### src/rtl/lock_pkg.sv
// Shared keypad/lock definitions: key codes, encoder state encoding and the
// row/column to key-code mapping.
package lock_pkg;

  localparam logic [3:0] KEY_0    = 4'b0000;
  localparam logic [3:0] KEY_1    = 4'b0001;
  localparam logic [3:0] KEY_2    = 4'b0010;
  localparam logic [3:0] KEY_3    = 4'b0011;
  localparam logic [3:0] KEY_4    = 4'b0100;
  localparam logic [3:0] KEY_5    = 4'b0101;
  localparam logic [3:0] KEY_6    = 4'b0110;
  localparam logic [3:0] KEY_7    = 4'b0111;
  localparam logic [3:0] KEY_8    = 4'b1000;
  localparam logic [3:0] KEY_9    = 4'b1001;
  localparam logic [3:0] KEY_STAR = 4'b1010;
  localparam logic [3:0] KEY_HASH = 4'b1011;

  typedef enum logic [1:0] {
    SCAN     = 2'd0,
    DEBOUNCE = 2'd1,
    EMIT     = 2'd2,
    RELEASE  = 2'd3
  } kp_state_t;

  // Rows 0-2 hold digits 1-9 in reading order; row 3 is "* 0 #".
  function automatic logic [3:0] encode_key(input logic [1:0] row, input logic [1:0] col);
    logic [3:0] code;
    if (row == 2'd3) begin
      case (col)
        2'd0:    code = KEY_STAR;
        2'd1:    code = KEY_0;
        default: code = KEY_HASH;
      endcase
    end else begin
      code = {2'b00, row} * 4'd3 + {2'b00, col} + 4'd1;
    end
    return code;
  endfunction

endpackage

### src/rtl/keypad_scan_tick.sv
// Scan timebase: divider producing the row-sample strobe, plus the driven
// column index which steps only on a sample cycle when asked to.
module keypad_scan_tick #(
  parameter int SCAN_DIV = 1000
) (
  input  logic       clk,
  input  logic       reset_1,
  input  logic       col_advance,
  output logic       sample,
  output logic [1:0] col_idx
);

  localparam int DIV_W = (SCAN_DIV > 1) ? $clog2(SCAN_DIV) : 1;
  localparam logic [DIV_W-1:0] DIV_LAST = DIV_W'(SCAN_DIV - 1);

  logic [DIV_W-1:0] div_reg;
  logic [1:0]       col_reg;

  assign sample  = (div_reg == DIV_LAST);
  assign col_idx = col_reg;

  always_ff @(posedge clk) begin
    if (!reset_1) begin
      div_reg <= '0;
      col_reg <= 2'd0;
    end else begin
      div_reg <= sample ? '0 : div_reg + DIV_W'(1);
      if (sample && col_advance)
        col_reg <= (col_reg == 2'd2) ? 2'd0 : col_reg + 2'd1;
    end
  end

endmodule

### src/rtl/keypad_encoder.sv
// 4x3 matrix keypad scanner: debounces a single pressed key, emits one
// Code_1/Valid_1 pulse per press and waits for a debounced release.
module keypad_encoder
  import lock_pkg::*;
#(
  parameter int SCAN_DIV   = 1000,
  parameter int DEBOUNCE_N = 8
) (
  input  logic       clk,
  input  logic       reset_1,
  input  logic [3:0] row_n,
  output logic [2:0] col_n,
  output logic [3:0] Code_1,
  output logic       Valid_1,
  output logic       key_held
);

  localparam int CNT_W = $clog2(DEBOUNCE_N + 1);
  localparam logic [CNT_W-1:0] CNT_LAST = CNT_W'(DEBOUNCE_N);

  kp_state_t        state_reg, state_next;
  logic [CNT_W-1:0] cnt_reg, cnt_next, cnt_inc;
  logic [1:0]       cand_row_reg, cand_row_next;
  logic [1:0]       cand_col_reg, cand_col_next;
  logic [3:0]       code_reg, code_next;
  logic             valid_reg, valid_next;
  logic             held_reg, held_next;

  logic             sample, col_advance;
  logic [1:0]       col_idx, row_hit;
  logic [3:0]       single_low;
  logic             cand_match;

  keypad_scan_tick #(.SCAN_DIV(SCAN_DIV)) u_tick (
    .clk         (clk),
    .reset_1     (reset_1),
    .col_advance (col_advance),
    .sample      (sample),
    .col_idx     (col_idx)
  );

  genvar gi;
  generate
    for (gi = 0; gi < 4; gi++) begin : g_row
      localparam logic [3:0] ROW_MASK = 4'b0001 << gi;
      assign single_low[gi] = (row_n == ~ROW_MASK);
    end
    for (gi = 0; gi < 3; gi++) begin : g_col
      assign col_n[gi] = (col_idx != 2'(gi));
    end
  endgenerate

  assign row_hit    = single_low[3] ? 2'd3 : single_low[2] ? 2'd2 : single_low[1] ? 2'd1 : 2'd0;
  assign cand_match = (row_n == ~(4'b0001 << cand_row_reg));
  assign cnt_inc    = (cnt_reg == CNT_LAST) ? cnt_reg : cnt_reg + CNT_W'(1);

  always_ff @(posedge clk) begin
    if (!reset_1) begin
      state_reg    <= SCAN;
      cnt_reg      <= '0;
      cand_row_reg <= 2'd0;
      cand_col_reg <= 2'd0;
      code_reg     <= KEY_0;
      valid_reg    <= 1'b0;
      held_reg     <= 1'b0;
    end else begin
      state_reg    <= state_next;
      cnt_reg      <= cnt_next;
      cand_row_reg <= cand_row_next;
      cand_col_reg <= cand_col_next;
      code_reg     <= code_next;
      valid_reg    <= valid_next;
      held_reg     <= held_next;
    end
  end

  // Outputs are registered on the edge entering EMIT so they are visible during EMIT.
  always_comb begin
    state_next    = state_reg;
    cnt_next      = cnt_reg;
    cand_row_next = cand_row_reg;
    cand_col_next = cand_col_reg;
    code_next     = code_reg;
    valid_next    = 1'b0;
    held_next     = held_reg;
    col_advance   = 1'b0;
    case (state_reg)
      SCAN: if (sample) begin
        if (|single_low) begin
          cand_row_next = row_hit;
          cand_col_next = col_idx;
          cnt_next      = CNT_W'(1);
          state_next    = DEBOUNCE;
        end else begin
          col_advance = 1'b1;
        end
      end
      DEBOUNCE: if (sample) begin
        if (cand_match) begin
          cnt_next = cnt_inc;
          if (cnt_inc == CNT_LAST) begin
            state_next = EMIT;
            code_next  = encode_key(cand_row_reg, cand_col_reg);
            valid_next = 1'b1;
            held_next  = 1'b1;
          end
        end else begin
          cnt_next    = '0;
          state_next  = SCAN;
          col_advance = 1'b1;
        end
      end
      EMIT: begin
        cnt_next   = '0;
        state_next = RELEASE;
      end
      RELEASE: if (sample) begin
        if (row_n == 4'b1111) begin
          cnt_next = cnt_inc;
          if (cnt_inc == CNT_LAST) begin
            cnt_next    = '0;
            held_next   = 1'b0;
            state_next  = SCAN;
            col_advance = 1'b1;
          end
        end else begin
          cnt_next = '0;
        end
      end
      default: state_next = SCAN;
    endcase
  end

  assign Code_1   = code_reg;
  assign Valid_1  = valid_reg;
  assign key_held = held_reg;

endmodule
### config.mk
export PLATFORM = sky130hd
export DESIGN_NAME = keypad_encoder
export DESIGN_NICKNAME = d
export VERILOG_FILES = /design/src/rtl/lock_pkg.sv /design/src/rtl/keypad_scan_tick.sv /design/src/rtl/keypad_encoder.sv
export SDC_FILE = /design/constraint.sdc
export NUM_CORES = 1
export LEC_CHECK = 0
export CAP_MARGIN = 20
export CORE_MARGIN = 2
export CORE_UTILIZATION = 30
export CTS_CLUSTER_SIZE = 10
export DETAILED_ROUTE_END_ITERATION = 8
export SYNTH_ARGS = -nofsm -noshare
export SYNTH_HDL_FRONTEND = slang
export SYNTH_HIERARCHICAL = 1
export SYNTH_SLANG_ARGS = --single-unit
### constraint.sdc
create_clock -name clk -period 5.4 [get_ports clk]
set_clock_uncertainty 0.05 [all_clocks]
set_input_delay 1.35 -clock clk [delete_from_list [all_inputs] [get_ports clk]]
set_output_delay 1.35 -clock clk [all_outputs]
set_load 0.01 [all_outputs]
==> PnR_summary.wiki, run 1 <==
{| class="wikitable"
! Metric !! Value
|-
| Count of hold-fix buffers inserted at cts || 0
|-
| Die Height || between 80 and 90 microns
|-
| Cell count after placement || between 200 and 300
|-
| Transition time at the pin with the least slew margin || around 0.58 ns
|-
| Kind of critical path || input port to flip-flop
|-
| Met3 wire len || about 85 microns
|-
| Mapped Cells || approximately 200
|-
| Total iterations of the first detailed-routing run || 4
|-
| R2r endpoint || cand_row_reg[0]$_SDFFE_PN0P_
|-
| Worst endpoint data arrival time || between 3 and 4 ns
|-
| Classification of the worst-slack hold path || flip-flop to flip-flop
|-
| Path depth of the worst reg2reg path || 8
|-
| Normalized max-slew margin || 60.77%
|-
| Remaining antenna violation count after routing || 0
|-
| Fmax || 0.3379 GHz
|-
| Final cycle utilization of the critical path || between 50% and 60%
|-
| Global router's overall resource usage || roughly 11%
|-
| Clk Tree Root Cell || sky130_fd_sc_hd__clkbuf_8
|-
| Count of buffers inserted at the top-level ports || 14
|-
| FP Rows || 27
|-
| Status || completed
|-
| Final worst path period need || about 3 ns
|-
| Post-synth net total || 220
|-
| Critical path capture point type || flip-flop
|-
| Number of instances resized during post-cts repair || 0
|-
| DP HPWL || 2467 microns
|-
| Via count || around 1,400
|-
| Critical path capture point || u_tick/col_idx[1]$_SDFFE_PN0P_
|-
| Count of routing violations after the opening detailed-route iteration || 64
|-
| Distinct cell type count after synthesis || 56
|-
| ANT cells || 0
|-
| Layout overhead on the synthesized area || 13.75%
|-
| # Max-Cap Violations || 0
|-
| Final TNS setup || 0 ns
|-
| Max reg flops || 10
|-
| Count of pins over their slew limit || 0
|-
| Largest fanout of any net on the critical path || 6
|-
| Fraction of final layout cells with drive strength greater than 1 || just under 10%
|-
| Startpoint of the worst register-to-register path || u_tick/div_reg[0]$_SDFF_PP0_
|-
| CP startpoint || row_n[0]
|-
| Number of synthesis warnings || 6
|-
| Maximum number of pins on one net before global-route repair || 23
|-
| Total grt overflow || 0
|-
| Wire length on met2 || around 1400 microns
|-
| Wirelength, routed || approximately 3200 microns
|-
| Number of buffers created by CTS || 3
|-
| Clk sink count || 28
|-
| Startpoint kind of the worst setup timing path || input port
|-
| Post-synthesis cell area || between 0.0015 and 0.002 sq mm
|-
| Vias/cell || about 5
|-
| Setup slack, reg-to-reg || 2.88 ns
|-
| Flip-flop and latch count after synthesis || 28
|-
| Depth of the CTS H-tree || 1
|-
| Initial standard-cell utilization of the core || between 30% and 40%
|-
| Placer Congestion || ~0.82
|-
| Die area || 0.006514 sq mm
|-
| Length of routed wiring on met1 || approximately 1700 microns
|-
| Average wire per standard cell || 11.39 microns
|-
| Core outline area || 0.005608 sq mm
|-
| TritonCTS clock tree || yes
|-
| Clock Tree Buf Depth || 2
|-
| Horizontal extent of the die || ~81 microns
|-
| Residual DRC || 0
|-
| Vias in the first global route || approximately 1,300
|-
| Unrepaired setup endpoints after global routing || no
|-
| Worst skew pair latency || 0.27 ns
|-
| Ys flop type || sky130_fd_sc_hd__dfxtp_1
|-
| Average footprint of a synthesized cell || about 9 sq um
|-
| Number of antenna violations at the first check in global routing || 0
|-
| Number of enable-type register cells in the synthesized netlist || 0
|-
| Number of failing setup endpoints in the final timing report || 0
|-
| Crit path required time || about 5.5 ns
|-
| Final nets || approximately 230
|-
| DR top layer || met4
|-
| Total power density per cell area || roughly 180 mW/mm^2
|-
| Share of the yosys chip area belonging to registers || 31.75%
|-
| Static power due to leakage || a little over 0.7 nW
|-
| Global-route wire length before repair || around 5900 microns
|-
| Clock slew at reported path FFs || ~0.1 ns
|-
| Peak VDD IR || 0.08099 mV
|-
| Post-CTS setup buffer count || 0
|-
| Post-synth ARST share || 0%
|-
| Final-report hold violation count || 0
|-
| Num ports || 15
|-
| Post-layout instance count excluding filler cells || roughly 290
|}
[cell usage in the layout, fill, tap and decap left out, types with 3 or more instances in the layout]
cell / Yosys / layout
sky130_fd_sc_hd__dfxtp_1: 28 / 28
sky130_fd_sc_hd__ha_1: 10 / 10
sky130_fd_sc_hd__nand2b_1: 5 / 5
sky130_fd_sc_hd__xnor2_1: 6 / 6
sky130_fd_sc_hd__o21ai_0: 4 / 4
sky130_fd_sc_hd__xor2_1: 9 / 9
sky130_fd_sc_hd__nand2_1: 23 / 23
sky130_fd_sc_hd__inv_1: 12 / 12
sky130_fd_sc_hd__a21oi_1: 11 / 11
sky130_fd_sc_hd__o21a_1: 3 / 3
sky130_fd_sc_hd__or3_1: 3 / 3
sky130_fd_sc_hd__nand3_1: 9 / 9
sky130_fd_sc_hd__clkbuf_8: 0 / 4
sky130_fd_sc_hd__o31ai_1: 3 / 3
sky130_fd_sc_hd__nor3_1: 4 / 4
sky130_fd_sc_hd__nor2b_1: 3 / 3
sky130_fd_sc_hd__clkdlybuf4s50_1: 0 / 14
sky130_fd_sc_hd__mux2i_1: 6 / 6
sky130_fd_sc_hd__nor2_1: 10 / 10
[through the flow]
stage	utilization (%)	power, W	hold WS [ns]	worst slack, ns	area [sq um]
finish	35.81	0.0003611	0.4078	2.440	2008
global route	35.81	0.0003790	0.4397	2.335	2008
global placement	34.83	0.0002387	0.3932	2.175	1953
detailed placement	34.83	0.0002390	0.4005	2.161	1953
CTS	35.81	0.0003665	0.4149	2.449	2008
floorplan	-	0.0002327	0.3798	2.779	1765
[synthesized netlist by cell type, types with 3 or more instances]
cell type,number,share of area (%)
sky130_fd_sc_hd__inv_1,12,2.6
sky130_fd_sc_hd__buf_4,5,2.1
sky130_fd_sc_hd__a21oi_1,11,3.1
sky130_fd_sc_hd__nand3_1,9,2.6
sky130_fd_sc_hd__o21ai_0,4,1.1
sky130_fd_sc_hd__xnor2_1,6,3.0
sky130_fd_sc_hd__xor2_1,9,4.5
sky130_fd_sc_hd__o31ai_1,3,1.3
sky130_fd_sc_hd__nor2b_1,3,1.1
sky130_fd_sc_hd__dfxtp_1,28,32
sky130_fd_sc_hd__or3_1,3,1.1
sky130_fd_sc_hd__mux2i_1,6,3.4
sky130_fd_sc_hd__nor3_1,4,1.1
sky130_fd_sc_hd__nand2b_1,5,1.8
sky130_fd_sc_hd__nor2_1,10,2.1
sky130_fd_sc_hd__ha_1,10,7.1
sky130_fd_sc_hd__o21a_1,3,1.3
sky130_fd_sc_hd__nand2_1,23,4.9
[per-layer routing]
layer,global-route usage (%),up-vias
li1,-,734
met1,15.46,646
met2,17.83,19
met3,1.124,2
met4,3.729,0
met5,0,-
[cell type report]
type                            instances  area, sq um
Tap cell                               72        90.09
Inverter                               13        48.80
Fill cell                             599         3600
Sequential cell                        28        560.5
Clock buffer                            4        55.05
Multi-Input combinational cell        153         1106
Timing Repair Buffer                   15        147.6
[report_power, final]
| group | switching (W) | internal (W) | total (W) | leakage [nW] |
|---|---|---|---|---|
| registers | 0.00000198 | 0.000208 | 0.000210 | 0.226 |
| clock network | 0.0000620 | 0.0000651 | 0.000127 | 0.0288 |
| logic | 0.0000144 | 0.00000946 | 0.0000238 | 0.453 |
[how the worst min path moves through the flow]
stage	start	to	slack (ns)	depth (start not counted)
after floorplan	u_tick/div_reg[0]$_SDFF_PP0_	u_tick/div_reg[0]$_SDFF_PP0_	0.38	1
final	Code_1[0]$_SDFFE_PN0P_	Code_1[0]$_SDFFE_PN0P_	0.41	2
after detailed placement	Code_1[0]$_SDFFE_PN0P_	Code_1[0]$_SDFFE_PN0P_	0.40	2
after global routing	Code_1[0]$_SDFFE_PN0P_	Code_1[0]$_SDFFE_PN0P_	0.44	2
after CTS	Code_1[0]$_SDFFE_PN0P_	Code_1[0]$_SDFFE_PN0P_	0.41	2
after global placement	u_tick/div_reg[0]$_SDFF_PP0_	u_tick/div_reg[0]$_SDFF_PP0_	0.39	1
[logic make-up after synthesis]
group                    after synthesis  synth area share [%]
flip-flops                            28                 31.75
AND/OR/NAND/NOR                       75                 24.03
multiplexers                           7                 4.040
adder cells (fa/ha/maj)               12                 9.355
buffers and inverters                 21                 5.599
XOR/XNOR                              15                 7.442
AO/OA/AOI/OAI                         44                 17.79
[worst max-delay path: stages]
cell and delay [ns]:
sky130_fd_sc_hd__clkdlybuf4s50_1 0.60, sky130_fd_sc_hd__nand2_2 0.14, sky130_fd_sc_hd__or4_4 0.54, sky130_fd_sc_hd__o22ai_1 0.18, sky130_fd_sc_hd__nand2_1 0.12, sky130_fd_sc_hd__mux2i_1 0.15
No activity file was read; power rests on OpenSTA's default activity.
==> run 2: changes to the inputs <==
Clock period 5.4 ns to 3.1 ns, I/O delays scaled along.
==> run 2 against run 1 <==
Compared with the run above: largest cell class unchanged; design area rose by 0.37%; sequential power increased by 74%; clock power grew 81%; setup slack lost 1.7 ns; wire length rose by 6.1%; power increased by 77%; register-to-register slack got worse by 2.0 ns; via count is 1.3% higher; first-iteration DRC count grew 31%; hold slack improved by 0.0025 ns.
==> PnR_summary.wiki, run 2 (synthesis results as in run 1) <==
{| class="wikitable"
! Metric !! Value
|-
| Status || completed
|-
| Die Height || about 81 microns
|-
| Global router's overall resource usage || between 10% and 20%
|-
| Via count || around 1,400
|-
| Die area || about 0.0065 sq mm
|-
| Count of buffers inserted at the top-level ports || 14
|-
| Crit path required time || 3.23 ns
|-
| Max reg flops || 10
|-
| Placer Congestion || about 0.80
|-
| Commonest non-fill, non-tap cell in the layout || sky130_fd_sc_hd__dfxtp_1
|-
| Count of routing violations after the opening detailed-route iteration || 84
|-
| Peak VDD IR || approximately 0.13 mV
|-
| Count of filler cells inserted in the layout || roughly 600
|-
| Most frequent cells in the layout || sky130_fd_sc_hd__dfxtp_1 (28), sky130_fd_sc_hd__nand2_1 (23), sky130_fd_sc_hd__clkdlybuf4s50_1 (14), sky130_fd_sc_hd__inv_1 (12), sky130_fd_sc_hd__a21oi_1 (11)
|-
| Static power due to leakage || 0.7138 nW
|-
| Sequential standard cell area || roughly 560 sq um
|-
| Normalized max-slew margin || between 60% and 70%
|-
| Critical path capture point type || flip-flop
|-
| Startpoint kind of the worst setup timing path || input port
|-
| Final-report hold violation count || 0
|-
| TritonCTS clock tree || yes
|-
| Final worst path period need || 2.362 ns
|-
| Part of the power in the clock network || between 30% and 40%
|-
| Internal power consumption || slightly below 0.0005 W
|-
| Number of antenna violations at the first check in global routing || 0
|-
| Worst skew pair latency || roughly 0.28 ns
|-
| Clk sink count || 28
|-
| Maximum number of pins on one net before global-route repair || 22
|-
| Number of failing setup endpoints in the final timing report || 0
|-
| Post-CTS setup buffer count || 0
|-
| Largest fanout of any net on the critical path || 6
|-
| Post-layout instance count excluding filler cells || approximately 290
|-
| Fraction of final layout cells with drive strength greater than 1 || 10.28%
|-
| # Max-Cap Violations || 0
|-
| Reported net switching power || roughly 0.00014 W
|-
| Total power density per cell area || 316.4 mW/mm^2
|-
| Average wire per standard cell || roughly 12 microns
|-
| Final TNS setup || 0 ns
|-
| Wirelength, routed || roughly 3400 microns
|-
| Initial standard-cell utilization of the core || a little under a third
|-
| Total iterations of the first detailed-routing run || 4
|-
| Final cycle utilization of the critical path || between 70% and 80%
|-
| Layout overhead on the synthesized area || 14.17%
|-
| Fmax || 0.4234 GHz
|-
| FP Rows || 27
|-
| Clock Tree Buf Depth || 2
|-
| ANT cells || 0
|-
| Depth of the CTS H-tree || 1
|-
| DP HPWL || ~2600 microns
|-
| Residual DRC || 0
|-
| Remaining antenna violation count after routing || 0
|-
| Number of instances resized during post-cts repair || 0
|-
| Register share of total power || a little under three fifths
|-
| Total grt overflow || 0
|-
| Area of the multi-input gates || roughly 0.0011 sq mm
|-
| Count of pins over their slew limit || 0
|-
| Count of hold-fix buffers inserted at cts || 0
|-
| Classification of the worst-slack hold path || flip-flop to flip-flop
|-
| Clock slew at reported path FFs || approximately 0.1 ns
|-
| Core outline area || about 0.0056 sq mm
|-
| Unrepaired setup endpoints after global routing || no
|-
| Horizontal extent of the die || approximately 81 microns
|-
| Cell count after placement || 282
|-
| Vias in the first global route || approximately 1,300
|-
| Clk Tree Root Cell || sky130_fd_sc_hd__clkbuf_8
|-
| Transition time at the pin with the least slew margin || around 0.49 ns
|-
| Number of buffers created by CTS || 3
|-
| Kind of critical path || input port to flip-flop
|-
| Global-route wire length before repair || 5920 microns
|-
| Switching power share of the total || approximately 23%
|-
| Num ports || 15
|-
| Vias/cell || between 4 and 5
|-
| Final nets || roughly 230
|-
| Worst endpoint data arrival time || between 2 and 2.5 ns
|-
| Part of the power in combinational logic || under 10%
|}
run 2: path summary, 6_finish.rpt:
kind	slack, ns	startpoint	to	cells past startpoint
worst max-delay path	0.74	row_n[1]	u_tick/col_idx[0]$_SDFFE_PN0P_	6
worst min-delay path	0.41	Code_1[3]$_SDFFE_PN0P_	Code_1[3]$_SDFFE_PN0P_	2
worst max register to register	0.91	cnt_reg[0]$_SDFFE_PN0P_	u_tick/col_idx[0]$_SDFFE_PN0P_	8
worst min register to register	0.41	Code_1[3]$_SDFFE_PN0P_	Code_1[3]$_SDFFE_PN0P_	2
run 2: area by class of cell:
class                   count  share of cell area (%)
clock buffers               4                   2.731
inverters                  13                   2.421
multi-input cells         153                   54.87
repair buffers             16                   7.697
flip-flops and latches     28                   27.81
well taps                  72                   4.469
run 2: through the flow:
step	area, sq um	utilization [%]	setup WS [ns]	power [W]	hold WS (ns)
2_1_floorplan	1765	-	1.005	0.0004053	0.3798
3_3_place_gp	1961	34.96	0.4369	0.0004163	0.3957
3_5_place_dp	1961	34.96	0.4243	0.0004166	0.3999
4_1_cts	2016	35.94	0.7356	0.0006443	0.4146
5_1_grt	2016	35.94	0.5478	0.0006639	0.4306
6_report	2016	35.94	0.7382	0.0006377	0.4103
run 2: power by group through the flow:
stage	registers [W]	logic, W	clock network (W)
2_1_floorplan	0.000374	0.0000315	0
3_3_place_gp	0.000374	0.0000419	0
3_5_place_dp	0.000375	0.0000420	0
4_1_cts	0.000366	0.0000423	0.000236
5_1_grt	0.000367	0.0000467	0.000250
6_report	0.000366	0.0000417	0.000230
run 2: layer usage:
metal	wire length [microns]	GRT usage [%]	vias to the layer above
li1	-	-	738
met1	1704	14.98	657
met2	1598	19.00	22
met3	98	1.573	2
met4	43	4.576	0
met5	0	0	-
run 2: worst max-delay path, cell delays in order:
cell and delay [ns]:
sky130_fd_sc_hd__clkdlybuf4s50_1 0.62, sky130_fd_sc_hd__nand2_2 0.13, sky130_fd_sc_hd__or4_4 0.54, sky130_fd_sc_hd__o22ai_1 0.18, sky130_fd_sc_hd__nand2_1 0.12, sky130_fd_sc_hd__mux2i_1 0.13
==> run 3: changes to the inputs <==
Clock period 3.1 ns to 2.1 ns, I/O delays scaled along.
==> run 3 against run 2 <==
Compared with the run above: via count grew 2.0%; non-clock buffer count increased by 20; wire length is 1.2% higher; core utilization up 3.3 points; combinational power rose by 90%; clock power is 43% higher; power is 49% higher; setup slack lost 0.66 ns; critical path type is now flip-flop to primary output; critical endpoint is now col_n[0].
==> PnR_summary.wiki, run 3 (synthesis results as in run 1) <==
{| class="wikitable"
! Metric !! Value
|-
| Normalized max-slew margin || between 70% and 80%
|-
| Crit path required time || ~1.5 ns
|-
| Transition time at the pin with the least slew margin || just over 0.4 ns
|-
| # Max-Cap Violations || 0
|-
| Cell count after placement || roughly 300
|-
| Layout overhead on the synthesized area || 24.73%
|-
| Commonest non-fill, non-tap cell in the layout || sky130_fd_sc_hd__dfxtp_1
|-
| Maximum number of pins on one net before global-route repair || 22
|-
| Num ports || 15
|-
| Global router's overall resource usage || a little under an eighth
|-
| Number of antenna violations at the first check in global routing || 0
|-
| Fmax || roughly 0.50 GHz
|-
| Largest fanout of any net on the critical path || 7
|-
| Number of failing setup endpoints in the final timing report || 0
|-
| Via count || 1,447
|-
| Count of hold-fix buffers inserted at cts || 0
|-
| Vias in the first global route || 1,383
|-
| Horizontal extent of the die || around 80 microns
|-
| Total iterations of the first detailed-routing run || 4
|-
| TritonCTS clock tree || yes
|-
| Peak VDD IR || just under 0.3 mV
|-
| Clock Tree Buf Depth || 2
|-
| Startpoint kind of the worst setup timing path || flip-flop
|-
| Residual DRC || 0
|-
| Place WS || -0.2453 ns
|-
| Final nets || ~250
|-
| Global-route wire length before repair || just over 6000 microns
|-
| Die Height || ~81 microns
|-
| Kind of critical path || flip-flop to primary output
|-
| Vias/cell || ~4.7
|-
| Wirelength, routed || 3484 microns
|-
| Count of routing violations after the opening detailed-route iteration || 54
|-
| Most frequent cells in the layout || sky130_fd_sc_hd__dfxtp_1 (24), sky130_fd_sc_hd__nand2_1 (23), sky130_fd_sc_hd__buf_4 (22), sky130_fd_sc_hd__inv_1 (12)
|-
| Fraction of final layout cells with drive strength greater than 1 || between 20% and 30%
|-
| Static power due to leakage || 0.8472 nW
|-
| Count of pins over their slew limit || 0
|-
| Number of buffers created by CTS || 3
|-
| Average wire per standard cell || 11.39 microns
|-
| Clk Tree Root Cell || sky130_fd_sc_hd__clkbuf_8
|-
| DP HPWL || 2744 microns
|-
| Placer Congestion || about 0.83
|-
| Post-layout instance count excluding filler cells || roughly 310
|-
| FP Rows || 27
|-
| Depth of the CTS H-tree || 1
|-
| Count of buffers inserted at the top-level ports || 14
|-
| Core outline area || around 0.0056 sq mm
|-
| Count of filler cells inserted in the layout || 580
|-
| Final cycle utilization of the critical path || between 90% and 100%
|-
| Worst skew pair latency || about 0.27 ns
|-
| Clock slew at reported path FFs || 0.09 ns
|-
| Area of the multi-input gates || 0.001127 sq mm
|-
| Sequential standard cell area || roughly 570 sq um
|-
| Initial standard-cell utilization of the core || around a third
|-
| Total grt overflow || 0
|-
| Max reg flops || 10
|-
| Final total power || between 0.0009 and 0.001 W
|-
| Status || completed
|-
| Final-report hold violation count || 0
|-
| Remaining antenna violation count after routing || 0
|-
| ANT cells || 0
|-
| Final worst slack || 0.08292 ns
|-
| Total power density per cell area || roughly 430 mW/mm^2
|-
| Critical path capture point type || primary output
|-
| Classification of the worst-slack hold path || flip-flop to flip-flop
|-
| Final worst path period need || 2.017 ns
|-
| Worst endpoint data arrival time || roughly 1.4 ns
|-
| Clk sink count || 28
|-
| Die area || 0.006514 sq mm
|}
[run 3: cell types whose count changed in the layout (fill, tap and decap cells not counted), sizes merged]
cell / change
buf: +20
clkdlybuf4s50: -4
dlymetal6s2s: +4
[run 3: path summary, 6_finish.rpt]
| check | end | cells past startpoint | startpoint | slack [ns] |
|---|---|---|---|---|
| max | col_n[0] | 2 | u_tick/col_idx[0]$_SDFFE_PN0P_ | 0.08 |
| min | Code_1[3]$_SDFFE_PN0P_ | 2 | Code_1[3]$_SDFFE_PN0P_ | 0.41 |
| max reg2reg | Code_1[2]$_SDFFE_PN0P_ | 5 | cand_row_reg[0]$_SDFFE_PN0P_ | 0.10 |
| min reg2reg | Code_1[3]$_SDFFE_PN0P_ | 2 | Code_1[3]$_SDFFE_PN0P_ | 0.41 |
[run 3: repair_timing]
| item | CTS | global route |
|---|---|---|
| endpoints found under the hold margin | 0 | 0 |
| gates resized for setup | 0 | 13 |
| setup buffers | 0 | 3 |
| endpoints found under the setup margin | 0 | 15 |
[run 3: routing by layer]
metal	track usage [%]	up-vias	routed length [microns]
met5	0	-	0
met3	1.236	4	78
met2	18.58	20	1546
li1	-	775	-
met4	4.068	0	51
met1	16.63	648	1808
[run 3: where the power goes]
group | switching [W] | internal (W) | leakage (nW) | total, W
combinational | 0.0000433 | 0.0000359 | 0.590 | 0.0000792
clock | 0.000162 | 0.000168 | 0.0288 | 0.000330
sequential | 0.00000415 | 0.000535 | 0.228 | 0.000539
total | 0.000210 | 0.000739 | 0.847 | 0.000949
[run 3: cell type report]
class                   instances  area share [%]
clock buffers                   4           2.500
inverters                      13           2.216
multi-input cells             153           51.19
flip-flops and latches         28           25.68
well taps                      72           4.091
repair buffers                 36           14.32
[run 3: per-stage QoR]
stage | TNS, ns | hold WS, ns | instance area (sq um) | utilization, %
2_1_floorplan | 0 | 0.3798 | 1765 | -
3_3_place_gp | -2.409 | 0.3944 | 2088 | 37.24
3_5_place_dp | -2.778 | 0.4031 | 2088 | 37.24
4_1_cts | 0 | 0.4189 | 2143 | 38.22
5_1_grt | -0.01568 | 0.4502 | 2202 | 39.27
6_report | 0 | 0.4134 | 2202 | 39.27
[run 3: worst max-delay path: stages (launching register included)]
cell                              delay, ns
sky130_fd_sc_hd__dfxtp_1               0.38
sky130_fd_sc_hd__or2_2                 0.31
sky130_fd_sc_hd__clkdlybuf4s50_1       0.48
